[config.mk]
export PLATFORM = sky130hd
export DESIGN_NAME = point_referee
export DESIGN_NICKNAME = d
export VERILOG_FILES = /design/src/rtl/point_referee.sv
export SDC_FILE = /design/constraint.sdc
export NUM_CORES = 1
export LEC_CHECK = 0
export ABC_CLOCK_PERIOD_IN_PS = 2340
export CORE_UTILIZATION = 25
export CTS_BUF_LIST = sky130_fd_sc_hd__clkbuf_8
export DETAILED_ROUTE_END_ITERATION = 10
export MAX_ROUTING_LAYER = met4
export SLEW_MARGIN = 0
export SYNTH_ARGS = -nofsm -noshare
export SYNTH_HDL_FRONTEND = slang
export SYNTH_SLANG_ARGS = --single-unit
[constraint.sdc]
create_clock -name clk65MHz -period 2.34 [get_ports clk65MHz]
set_input_delay 0.234 -clock clk65MHz [delete_from_list [all_inputs] [get_ports clk65MHz]]
set_output_delay 0.234 -clock clk65MHz [all_outputs]
set_load 0.02 [all_outputs]
[src/rtl/point_referee.sv]
// point_referee: scores ball landings per half-court, pauses after each point,
// serves the next rally and declares the match over at WIN_SCORE.
module point_referee #(
    parameter logic [11:0] GROUND_Y     = 12'd700,
    parameter logic [11:0] NET_X        = 12'd512,
    parameter logic [3:0]  WIN_SCORE    = 4'd15,
    parameter logic [7:0]  PAUSE_FRAMES = 8'd60
) (
    input  logic        clk65MHz,
    input  logic        rst,
    input  logic        frame_tick,
    input  logic [11:0] ball_xpos,
    input  logic [11:0] ball_ypos,
    input  logic        new_game,
    output logic [3:0]  score_pl1,
    output logic [3:0]  score_pl2,
    output logic        last_touch,
    output logic        endgame,
    output logic        freeze,
    output logic        serve_req,
    output logic        serve_side
);
    typedef enum logic [1:0] {SERVE, PLAY, POINT, OVER} state_t;

    state_t      r_state, w_state;
    logic        r_arm, w_arm;
    logic [7:0]  r_cnt, w_cnt;
    logic [3:0]  r_s1, r_s2, w_s1, w_s2;
    logic        r_last, w_last;
    logic        r_serve_req, w_serve_req;
    logic        r_serve_side, w_serve_side;
    logic        r_freeze, r_endgame;

    always_comb begin
        w_state      = r_state;
        w_arm        = r_arm;
        w_cnt        = r_cnt;
        w_s1         = r_s1;
        w_s2         = r_s2;
        w_last       = r_last;
        w_serve_req  = 1'b0;
        w_serve_side = r_serve_side;
        if (new_game) begin
            // restart serves immediately; SERVE then only retires the pulse
            w_state      = SERVE;
            w_arm        = 1'b0;
            w_cnt        = 8'd0;
            w_s1         = 4'd0;
            w_s2         = 4'd0;
            w_last       = 1'b0;
            w_serve_req  = 1'b1;
            w_serve_side = 1'b0;
        end else begin
            case (r_state)
                SERVE: begin
                    w_serve_req  = !r_serve_req;
                    w_serve_side = r_serve_req ? r_serve_side : r_last;
                    w_arm        = 1'b0;
                    w_state      = PLAY;
                end
                PLAY: begin
                    if (frame_tick && !r_arm)
                        w_arm = 1'b1;
                    else if (frame_tick && ball_ypos >= GROUND_Y) begin
                        w_state = POINT;
                        w_cnt   = 8'd0;
                        w_last  = ball_xpos < NET_X;
                        w_s1    = (ball_xpos >= NET_X && r_s1 < WIN_SCORE) ? r_s1 + 4'd1 : r_s1;
                        w_s2    = (ball_xpos <  NET_X && r_s2 < WIN_SCORE) ? r_s2 + 4'd1 : r_s2;
                    end
                end
                POINT: begin
                    if (frame_tick && r_cnt == PAUSE_FRAMES - 8'd1) begin
                        w_cnt   = 8'd0;
                        w_state = (r_s1 == WIN_SCORE || r_s2 == WIN_SCORE) ? OVER : SERVE;
                    end else if (frame_tick)
                        w_cnt = r_cnt + 8'd1;
                end
                default: ;
            endcase
        end
    end

    always_ff @(posedge clk65MHz) begin
        if (rst) begin
            r_state      <= SERVE;
            r_arm        <= 1'b0;
            r_cnt        <= 8'd0;
            r_s1         <= 4'd0;
            r_s2         <= 4'd0;
            r_last       <= 1'b0;
            r_serve_req  <= 1'b0;
            r_serve_side <= 1'b0;
            r_freeze     <= 1'b0;
            r_endgame    <= 1'b0;
        end else begin
            r_state      <= w_state;
            r_arm        <= w_arm;
            r_cnt        <= w_cnt;
            r_s1         <= w_s1;
            r_s2         <= w_s2;
            r_last       <= w_last;
            r_serve_req  <= w_serve_req;
            r_serve_side <= w_serve_side;
            r_freeze     <= w_state == POINT || w_state == OVER;
            r_endgame    <= w_state == OVER;
        end
    end

    assign score_pl1  = r_s1;
    assign score_pl2  = r_s2;
    assign last_touch = r_last;
    assign endgame    = r_endgame;
    assign freeze     = r_freeze;
    assign serve_req  = r_serve_req;
    assign serve_side = r_serve_side;
endmodule

### Word-level counts from Yosys, hierarchy flattened

Cells that the tools add are included.

| storage, ports and cells | value |
|---|---|
| bits of input ports | 28 |
| bits in registers | 24 |
| memories kept | 0 |
| bits in writable memories | 0 |
| memory bits (read-only) | 0 |
| bits in latches | 0 |
| logic and storage cells | 65 |

| cells by class | value |
|---|---|
| multipliers | 0 |
| order comparisons | 5 |
| shift operators | 0 |
| reductions and logical operators | 19 |
| div/mod/pow operators | 0 |
| equal/unequal tests | 11 |
| bitwise operators | 2 |
| add/subtract/negate cells | 3 |
| muxes and demuxes | 15 |

Operators with widths:

| cell | count |
|---|---|
| 8-bit two-way mux | 4 |
| 12-bit by 10-bit >= comparator with 1-bit output, second input constant | 2 |
| 8-bit one-hot mux with 2 select lines | 1 |
| 12-bit by 10-bit < comparator with 1-bit output, second input constant | 1 |
| 4-bit AND reduction | 3 |
| 2-bit two-way mux | 5 |
| 4-bit by 1-bit adder with 4-bit output, second input constant | 2 |
| 8-bit by 1-bit adder with 8-bit output, second input constant | 1 |
| 4-bit == test, second input constant | 2 |
| 8-bit by 6-bit == test with 1-bit output, second input constant | 1 |
| 4-bit < comparator, second input constant | 2 |
| 2-bit == test, second input constant | 3 |
| 2-bit inequality test, second input constant | 3 |
| 2-bit one-hot mux with 3 select lines | 1 |
| 1-bit logical AND | 5 |
| 2-bit AND reduction | 2 |
| 2-bit nonzero test | 2 |
| 1-bit two-way mux | 3 |
| 3-bit inequality test, second input constant | 1 |
| 3-bit AND reduction | 1 |
| 2-bit by 1-bit == test with 1-bit output, second input constant | 1 |
| 1-bit logical NOT | 2 |
| 2-bit logical NOT | 1 |
| 1-bit logical OR | 2 |
| other kinds (3) | 4 |

### Depth between registers and ports, before layout

Gate-level depths: netlist (run 1).

| depth | value |
|---|---|
| word-level depth | 8 |
| depth in mapped cells | 6 |

### Least setup slack after synthesis (run 1)

OpenSTA, ideal clock, no wires.

| timing path | value |
|---|---|
| path type | register to register |
| start point | register r_cnt[0] |
| end point | register r_endgame, in the netlist endgame |
| path buffers | 0 |
| data required time | 2.260 ns |
| arrival time | 1.501 ns |
| path slack | 0.759 ns |
| cell stages (with the launch flop) | 7 |
| cell sequence | dfxtp_1 -> ha_1 -> and4bb_2 -> nand4_1 -> and2_1 -> nor4_1 -> nor3b_1 |

| on the way | value |
|---|---|
| word-level cells in the longest chain between the ends | 6 |

Ends and longest elaborated chain:

| what | RTL line | text |
|---|---|---|
| from (decl) | 27 | `logic [7:0] r_cnt, w_cnt;` |
| from (signal assigned) | 99 | `r_cnt <= w_cnt;` |
| 8-bit by 6-bit == test with 1-bit output | 73 | `if (frame_tick && r_cnt == PAUSE_FRAMES - 8'd1) begin` |
| 1-bit logical AND | 73 |  |
| 2-bit two-way mux | 73 |  |
| 2-bit one-hot mux with 3 select lines | 54 | `case (r_state)` |
| 2-bit two-way mux | 43 | `if (new_game) begin` |
| 2-bit == test | 106 | `r_endgame <= w_state == OVER;` |
| to (signal assigned) | 95 | `r_endgame <= 1'b0;` |
| to (signal assigned) | 106 |  |
| to (decl) | 32 | `logic r_freeze, r_endgame;` |

No other way between the ends.
A chain may end at the register's enable or synchronous reset.

### Worst setup path in the final report (run 1)

Same ends and word-level chain as after synthesis.

==> metrics.log, run 1 <==
[metrics] Seq. cell area: 480.5 um^2
[metrics] Slew @ Worst Pin: 525.9 ps
[metrics] final clock period utilization by the worst path: 81.53%
[metrics] total of hold buffers inserted after clock tree synthesis: 0
[metrics] vias in the first global route: 1058
[metrics] Clk pwr share: 43.7%
[metrics] area taken by multi-input logic gates: 653.1 um^2
[metrics] number of ports placed on the die boundary: 41
[metrics] count of standard-cell rows: 24
[metrics] critical setup path kind: reg -> reg
[metrics] minimum clock period: 1908 ps
[metrics] result of the run: finished clean
[metrics] die width: 69.82 um
[metrics] Most used DFF post-synth: sky130_fd_sc_hd__dfxtp_1
[metrics] number of design-rule violations left by the first detailed-router iteration: 83
[metrics] maximum number of pins on one net before global-route repair: 19
[metrics] global-route wire length before repair: 4809 um
[metrics] Critical Path Start Type: register
[metrics] worst clock skew on the final layout: 1.687 ps
[metrics] clock slew seen by the registers of the worst setup and hold paths: 90 ps
[metrics] Net Switching: 0.1646 mW
[metrics] number of warnings issued by yosys: 0
[metrics] Hold Crit Class: reg -> reg
[metrics] top cells by area, synth: sky130_fd_sc_hd__dfxtp_1 (42%), sky130_fd_sc_hd__a21oi_1 (5.2%), sky130_fd_sc_hd__nand2_1 (5.2%)
[metrics] vias: 1147
[metrics] Synth Area per Inst: 8.393 um^2
[metrics] fin. max-slew vios: 0
[metrics] overall overflow remaining after global route: 0
[metrics] Final ANT Viol Nets: 0
[metrics] total of cells resized after clock tree synthesis: 0
[metrics] sum of negative setup slack: 0 ps
[metrics] Max Freq: 524.2 MHz
[metrics] TritonCTS clock tree: built
[metrics] Placeable Area: 0.004384 mm^2
[metrics] Worst EP arrival: 2090 ps
[metrics] largest family of logic cells by synthesized area: simple AND/OR/NAND/NOR gates
[metrics] simple-gate area share of the yosys netlist: 28.94%
[metrics] logic gate share of total power: 7.1%
[metrics] ANT cells: 0
[metrics] Cell Count Post-Placement: 218
[metrics] Compound-Gate Fraction of Synth Area: 22.85%
[metrics] post-synthesis mux area share: 1.741%
[metrics] number of cells in the finished layout apart from fillers: 222
[metrics] Detailed Routing Iterations Pass 1: 4
[metrics] # H-tree levels: 1
[metrics] max-slew headroom at the worst pin: 64.94%
[metrics] filler instances: 457
[metrics] global placer's final weighted congestion: 0.8514
[metrics] largest buffer count on any clock path: 2
[metrics] initial standard-cell utilization of the core: 26.23%
[metrics] asr flop ratio synth: 0%
[metrics] routed wirelength normalized by instance count: 12.82 um
[metrics] area enclosed by the die boundary: 0.004875 mm^2
[metrics] count of input and output buffers: 29
[metrics] count of flip-flops with a built-in enable after synthesis: 0
[metrics] share of power burned in registers: 49.2%
[metrics] post-synthesis share of cell area spent on xor and xnor gates: 0%
[metrics] global-route total usage across every layer: 12.30%
[metrics] worst-path fanout max: 5
[metrics] most numerous cell types in the synthesized netlist: sky130_fd_sc_hd__dfxtp_1 (24), sky130_fd_sc_hd__nand2_1 (16), sky130_fd_sc_hd__a21oi_1 (12)
[metrics] Hold Worst Slack: 484.0 ps
[metrics] fraction of post-synthesis cell area in the top cell type by area: 41.78%
[metrics] number of distinct standard cells referenced by the synthesized netlist: 38
[metrics] detailed-route wire length: 2845 um
[metrics] data required time of the critical path: 2520 ps
[metrics] internal power contribution: 0.6745 mW
[metrics] post-synthesis sequential area ratio: 41.78%
[metrics] Worst setup EP type: register
[metrics] Final #Nets: 202
[metrics] hpwl dp: 2099 um
[metrics] root buf cell: sky130_fd_sc_hd__clkbuf_8
[metrics] Area growth syn-to-layout: 37.98%
[metrics] number of setup violations in the final report: 0
[metrics] post-synth design cell area: 0.001150 mm^2
[metrics] maximum ir drop on the vdd rail: 341.4 uV
[metrics] Cell Pwr Density: 528.9 mW/mm^2
[metrics] synthesis-stage register bit count: 24
[metrics] count of final hold-check violations: 0
[metrics] Gate Count Post-Synth: 137
[metrics] clock insertion delay at the later pin of the skew report: 270 ps
[metrics] most frequent cell after synthesis: sky130_fd_sc_hd__dfxtp_1
[metrics] share of post-route cells with drive strength above 1: 5.882%
[metrics] setup repair after global routing missed its margin: no
[metrics] switching power share of the total: 19.62%
[metrics] number of antenna violations at the first check in global routing: 0
[metrics] net count after synthesis: 168
[metrics] total of max-cap violations: 0
[metrics] post-synthesis cell type with the largest combined area: sky130_fd_sc_hd__dfxtp_1
[metrics] die boundary height: 69.82 um
[metrics] leakage dissipation: 0.5477 nW
[metrics] clock sinks: 24
[metrics] remaining routing DRC violations: 0
[metrics] Reg2Reg Setup Slack: 430 ps
[metrics] ratio of routed vias to standard cells: 5.167
[metrics] total CTS buffers: 3
[metrics] postcts setup bufs: 0
[metrics] adder-cell share of the synthesized area: 3.264%
-- worst max-delay path, cell delays in order (launching register included) --
cell                       delay [ps]
sky130_fd_sc_hd__dfxtp_1          390
sky130_fd_sc_hd__ha_1             220
sky130_fd_sc_hd__and4bb_2         250
sky130_fd_sc_hd__nand4_1          130
sky130_fd_sc_hd__and2_1           260
sky130_fd_sc_hd__nor4_1           300
sky130_fd_sc_hd__nor3b_1          260
-- state kept, by name, summed over array words and instances (netlist names) --
register and cells:
r_cnt 8, serve_side 1, endgame 1, serve_req 1, score_pl1 4, score_pl2 4
last_touch 1, r_arm 1, r_state 2, freeze 1
-- layout make-up --
type	count	area share, %
inverters	1	0.2366
well taps	52	4.101
clock buffers	3	2.603
flip-flops and latches	24	30.28
clock inverters	1	1.893
repair buffers	32	19.72
multi-input cells	109	41.17
-- placed cells by master, fill, tap and decap left out, types with 2 or more instances in the layout --
master	netlist	routed
sky130_fd_sc_hd__o31ai_1	2	2
sky130_fd_sc_hd__and2_1	2	2
sky130_fd_sc_hd__nand2_1	16	16
sky130_fd_sc_hd__a21oi_1	12	12
sky130_fd_sc_hd__nand4_1	3	3
sky130_fd_sc_hd__ha_1	3	3
sky130_fd_sc_hd__o21ai_0	7	7
sky130_fd_sc_hd__and3_1	2	2
sky130_fd_sc_hd__buf_4	0	3
sky130_fd_sc_hd__a311oi_1	3	3
sky130_fd_sc_hd__nor3b_1	2	2
sky130_fd_sc_hd__clkdlybuf4s50_1	0	29
sky130_fd_sc_hd__nor2_1	11	11
sky130_fd_sc_hd__mux2i_1	2	2
sky130_fd_sc_hd__nor3_1	3	3
sky130_fd_sc_hd__a31oi_1	5	5
sky130_fd_sc_hd__nand3_1	10	10
sky130_fd_sc_hd__clkbuf_8	0	3
sky130_fd_sc_hd__or3_1	4	4
sky130_fd_sc_hd__dfxtp_1	24	24
sky130_fd_sc_hd__nand4b_1	2	2
sky130_fd_sc_hd__nor2b_1	3	3
sky130_fd_sc_hd__a21o_1	2	2
-- cells by family after synthesis --
group	after synthesis
compound gates	40
fa+ha+maj	3
buf+inv	4
flops	24
mux	2
simple gates	64
-- power by group through the flow --
stage | logic (mW) | clock network (mW) | registers [mW]
after global placement | 0.0592 | 0 | 0.423
after floorplan | 0.0198 | 0 | 0.424
after CTS | 0.0599 | 0.373 | 0.413
after global routing | 0.0642 | 0.396 | 0.414
after detailed placement | 0.0595 | 0 | 0.423
final | 0.0593 | 0.367 | 0.413
-- final timing paths --
kind,startpoint,to,cells past startpoint
worst min register to register,last_touch$_SDFFE_PP0P_,last_touch$_SDFFE_PP0P_,2
worst min-delay path,last_touch$_SDFFE_PP0P_,last_touch$_SDFFE_PP0P_,2
worst max-delay path,r_cnt[0]$_SDFFE_PP0P_,endgame$_SDFF_PP0_,6
worst max register to register,r_cnt[0]$_SDFFE_PP0P_,endgame$_SDFF_PP0_,6
-- stage by stage --
step	util, %	setup WS (ps)	total power [mW]	area, um^2
after floorplan	-	759.2	0.4435	1150
after global placement	34.56	185.0	0.4818	1515
after detailed placement	34.56	156.5	0.4821	1515
after CTS	36.19	423.1	0.8460	1587
after global routing	36.19	241.4	0.8742	1587
final	36.19	432.3	0.8391	1587
-- routing by layer --
metal	GRT usage (%)	vias up	part of all wire (%)
li1	-	587	-
met1	16.41	528	49
met2	18.48	30	46
met3	3.343	2	4.5
met4	2.889	0	0.60
met5	-	-	0
Note: power is estimated with default switching activity, not from simulation.
==> inputs of run 2 (changes only) <==
- ABC_CLOCK_PERIOD_IN_PS: 2340 -> 1700
- clock period: 2.34 -> 1.7 ns (I/O delays scaled with it)
==> run 2 against run 1 <==
Clock skew up 1.9 ps. Fmax up 14%. Register-to-register slack worse by 400 ps. Sequential share of layout area down 2.4 points. Count of clock-buffer cells in the layout unchanged. Critical path type unchanged. Critical endpoint is now freeze$_SDFF_PP0_. Largest cell class unchanged. Highest routed layer unchanged.
==> metrics.log, run 2 (same netlist as run 1, synthesis figures left out) <==
[metrics] global placer's final weighted congestion: 0.8317 (-2.3%)
[metrics] startpoint of the lowest-slack register-to-register path: r_cnt[0]$_SDFFE_PP0P_
[metrics] number of design-rule violations left by the first detailed-router iteration: 30 (-64%)
[metrics] fin. max-slew vios: 0 (unchanged)
[metrics] Final #Nets: 215 (+6.4%)
[metrics] Largest register FFs: 8 (unchanged)
[metrics] Hold Worst Slack: 440.9 ps (-43.12 ps)
[metrics] ANT cells: 0 (unchanged)
[metrics] most frequent cells in the layout: sky130_fd_sc_hd__clkdlybuf4s50_1 (28), sky130_fd_sc_hd__dfxtp_1 (24), sky130_fd_sc_hd__nand2_1 (16), sky130_fd_sc_hd__buf_4 (16), sky130_fd_sc_hd__nor2_1 (11)
[metrics] count of standard-cell rows: 24 (unchanged)
[metrics] global-route total usage across every layer: 12.99% (+0.69 points)
[metrics] wl on met1: 1449 um (+3.8%)
[metrics] R2R depth: 5 (-1)
[metrics] CP top delay family: compound AO/OA/AOI/OAI gates
[metrics] largest buffer count on any clock path: 2 (unchanged)
[metrics] logic gate share of total power: 8.0% (+0.9 points)
[metrics] Worst EP arrival: 1820 ps (-270 ps)
[metrics] area enclosed by the die boundary: 0.004875 mm^2 (unchanged)
[metrics] Min-Delay Startpoint: frame_tick
[metrics] filler instances: 467 (+2.2%)
[metrics] initial standard-cell utilization of the core: 26.23% (unchanged)
[metrics] minimum clock period: 1671 ps (-237.0 ps)
[metrics] vias in the first global route: 1084 (+2.5%)
[metrics] TritonCTS clock tree: built
[metrics] Setup WS post-layout: 29.22 ps (-403.0 ps)
[metrics] number of antenna violations at the first check in global routing: 0 (unchanged)
[metrics] register with the most flip-flops: r_cnt
[metrics] hpwl dp: 2177 um (+3.7%)
[metrics] total CTS buffers: 3 (unchanged)
[metrics] area taken by multi-input logic gates: 691.9 um^2 (+5.9%)
[metrics] Reg2Reg Setup Slack: 30 ps (-400 ps)
[metrics] count of final hold-check violations: 0 (unchanged)
[metrics] switching power share of the total: 19.56% (-0.056 points)
[metrics] Worst setup EP type: register
[metrics] number of cells on the worst hold path: 3 (+1)
[metrics] root buf cell: sky130_fd_sc_hd__clkbuf_8
[metrics] worst-path fanout max: 3 (-2)
[metrics] Seq. cell area: 480.5 um^2 (unchanged)
[metrics] Detailed Routing Iterations Pass 1: 4 (unchanged)
[metrics] detailed-route wire length: 2907 um (+2.2%)
[metrics] number of ports placed on the die boundary: 41 (unchanged)
[metrics] setup repair after global routing missed its margin: yes
[metrics] worst flop-to-flop path endpoint: freeze$_SDFF_PP0_
[metrics] leakage dissipation: 0.6213 nW (+13%)
[metrics] most common library cell in the layout ignoring fill and taps: sky130_fd_sc_hd__clkdlybuf4s50_1
[metrics] largest incremental delay on the critical path: 490 ps (+100 ps)
[metrics] die boundary height: 69.82 um (unchanged)
[metrics] Critical Path Start Type: register
[metrics] cells traversed along the worst timing path: ha_1, and4bb_2, nand4_1, o31ai_1, a21oi_1
[metrics] final clock period utilization by the worst path: 98.28% (+17 points)
[metrics] worst clock skew on the final layout: 3.628 ps (+1.941 ps)
[metrics] clock sinks: 24 (unchanged)
[metrics] maximum ir drop on the vdd rail: 422.8 uV (+24%)
[metrics] die width: 69.82 um (unchanged)
[metrics] standard cell with the maximum stage delay on the critical path: sky130_fd_sc_hd__o31ai_1
[metrics] Slew @ Worst Pin: 477.8 ps (-48.18 ps)
[metrics] remaining routing DRC violations: 0 (unchanged)
[metrics] maximum number of pins on one net before global-route repair: 19 (unchanged)
[metrics] count of input and output buffers: 29 (unchanged)
[metrics] total of hold buffers inserted after clock tree synthesis: 0 (unchanged)
[metrics] total of max-cap violations: 0 (unchanged)
[metrics] Net Switching: 0.2275 mW (+38%)
[metrics] Detail Route met3 WL: 111 um (-14%)
[metrics] Area growth syn-to-layout: 49.73%
[metrics] Cell Pwr Density: 675.3 mW/mm^2 (+28%)
[metrics] number of setup violations in the final report: 0 (unchanged)
[metrics] pre-CTS WS: -341.5 ps (-497.9 ps)
[metrics] data required time of the critical path: 1850 ps (-670 ps)
[metrics] internal power contribution: 0.9352 mW (+39%)
[metrics] Clk pwr share: 43.3% (-0.4 points)
[metrics] routed wirelength normalized by instance count: 12.37 um (-3.5%)
[metrics] # H-tree levels: 1 (unchanged)
[metrics] Hold Path Sink: r_cnt[3]$_SDFFE_PP0P_
[metrics] share of power burned in registers: 48.8% (-0.4 points)
[metrics] critical setup path kind: reg -> reg
[metrics] clock slew seen by the registers of the worst setup and hold paths: 90 ps (about the same)
[metrics] Max Freq: 598.5 MHz (+14%)
[metrics] global-route wire length before repair: 4912 um (+2.1%)
[metrics] Placeable Area: 0.004384 mm^2 (unchanged)
[metrics] Final ANT Viol Nets: 0 (unchanged)
[metrics] uppermost signal routing layer after detailed routing: met4
[metrics] vias: 1193 (+4.0%)
[metrics] number of buffer and inverter stages on the critical path: 0 (unchanged)
[metrics] clock insertion delay at the later pin of the skew report: 270 ps (about the same)
[metrics] total length of routed met2 wires: 1303 um (about the same)
[metrics] result of the run: finished clean
[metrics] share of post-route cells with drive strength above 1: 17.49% (+12 points)
[metrics] ratio of routed vias to standard cells: 5.077 (-1.7%)
[metrics] max-slew headroom at the worst pin: 67.88% (+2.9 points)
[metrics] Hold Crit Class: in -> reg
[metrics] overall overflow remaining after global route: 0 (unchanged)
==> run 2: worst max path at each step <==
| stage | end | slack, ps | cells after the start | from |
|---|---|---|---|---|
| 2_1_floorplan | endgame$_SDFF_PP0_ | 120 | 6 | r_cnt[0]$_SDFFE_PP0P_ |
| 3_3_place_gp | score_pl2[3]$_SDFFE_PP0P_ | -290 | 6 | frame_tick |
| 3_5_place_dp | score_pl2[3]$_SDFFE_PP0P_ | -340 | 6 | frame_tick |
| 4_1_cts | endgame$_SDFF_PP0_ | 20 | 6 | r_cnt[0]$_SDFFE_PP0P_ |
| 5_1_grt | freeze$_SDFF_PP0_ | -120 | 5 | r_cnt[1]$_SDFFE_PP0P_ |
| 6_report | freeze$_SDFF_PP0_ | 30 | 5 | r_cnt[0]$_SDFFE_PP0P_ |
==> run 2: cell type report <==
type,instances,share of cell area [%]
Inverter,1,0.2180
Sequential cell,24,27.91
Multi-Input combinational cell,109,40.19
Clock buffer,3,2.398
Timing Repair Buffer,45,23.76
Tap cell,52,3.779
Clock inverter,1,1.744
==> run 2: metal layers <==
| metal | up-vias | track usage [%] |
|---|---|---|
| met2 | 21 | 19.66 |
| met5 | - | - |
| met1 | 554 | 16.61 |
| li1 | 614 | - |
| met4 | 0 | 4.667 |
| met3 | 4 | 3.488 |
==> run 2: power groups by stage <==
stage | clock (mW) | sequential (mW) | combinational [mW]
after CTS | 0.515 | 0.567 | 0.0891
after detailed placement | 0 | 0.580 | 0.0895
after global routing | 0.546 | 0.568 | 0.100
after global placement | 0 | 0.580 | 0.0894
final | 0.503 | 0.567 | 0.0927
after floorplan | 0 | 0.583 | 0.0272
==> run 2: worst min-delay path, cell delays in order <==
cell                            delay, ps
sky130_fd_sc_hd__dlygate4sd2_1        280
sky130_fd_sc_hd__a31oi_1              150
sky130_fd_sc_hd__a311oi_1              60
==> run 2: what timing repair did <==
item,CTS,global route
buffers inserted,0,1
setup endpoints to repair,2,10
resized for setup,2,8
gates cloned,0,0
pin swaps,0,5
==> run 2: per-stage QoR <==
stage | std cells | setup TNS (ps) | area, um^2 | util, % | power, mW
global placement | 230 | -3044 | 1605 | 36.62 | 0.6698
global route | 235 | -305.6 | 1722 | 39.27 | 1.214
detailed placement | 230 | -3583 | 1605 | 36.62 | 0.6699
CTS | 234 | 0 | 1678 | 38.27 | 1.171
finish | 235 | 0 | 1722 | 39.27 | 1.163
floorplan | 137 | 0 | 1150 | - | 0.6105
==> inputs of run 3 (changes only) <==
- ABC_AREA: unset -> 0
- CTS_CLUSTER_DIAMETER: unset -> 120
==> results of run 3 <==
The final DEF is identical to that of run 2; final timing and power are the same.
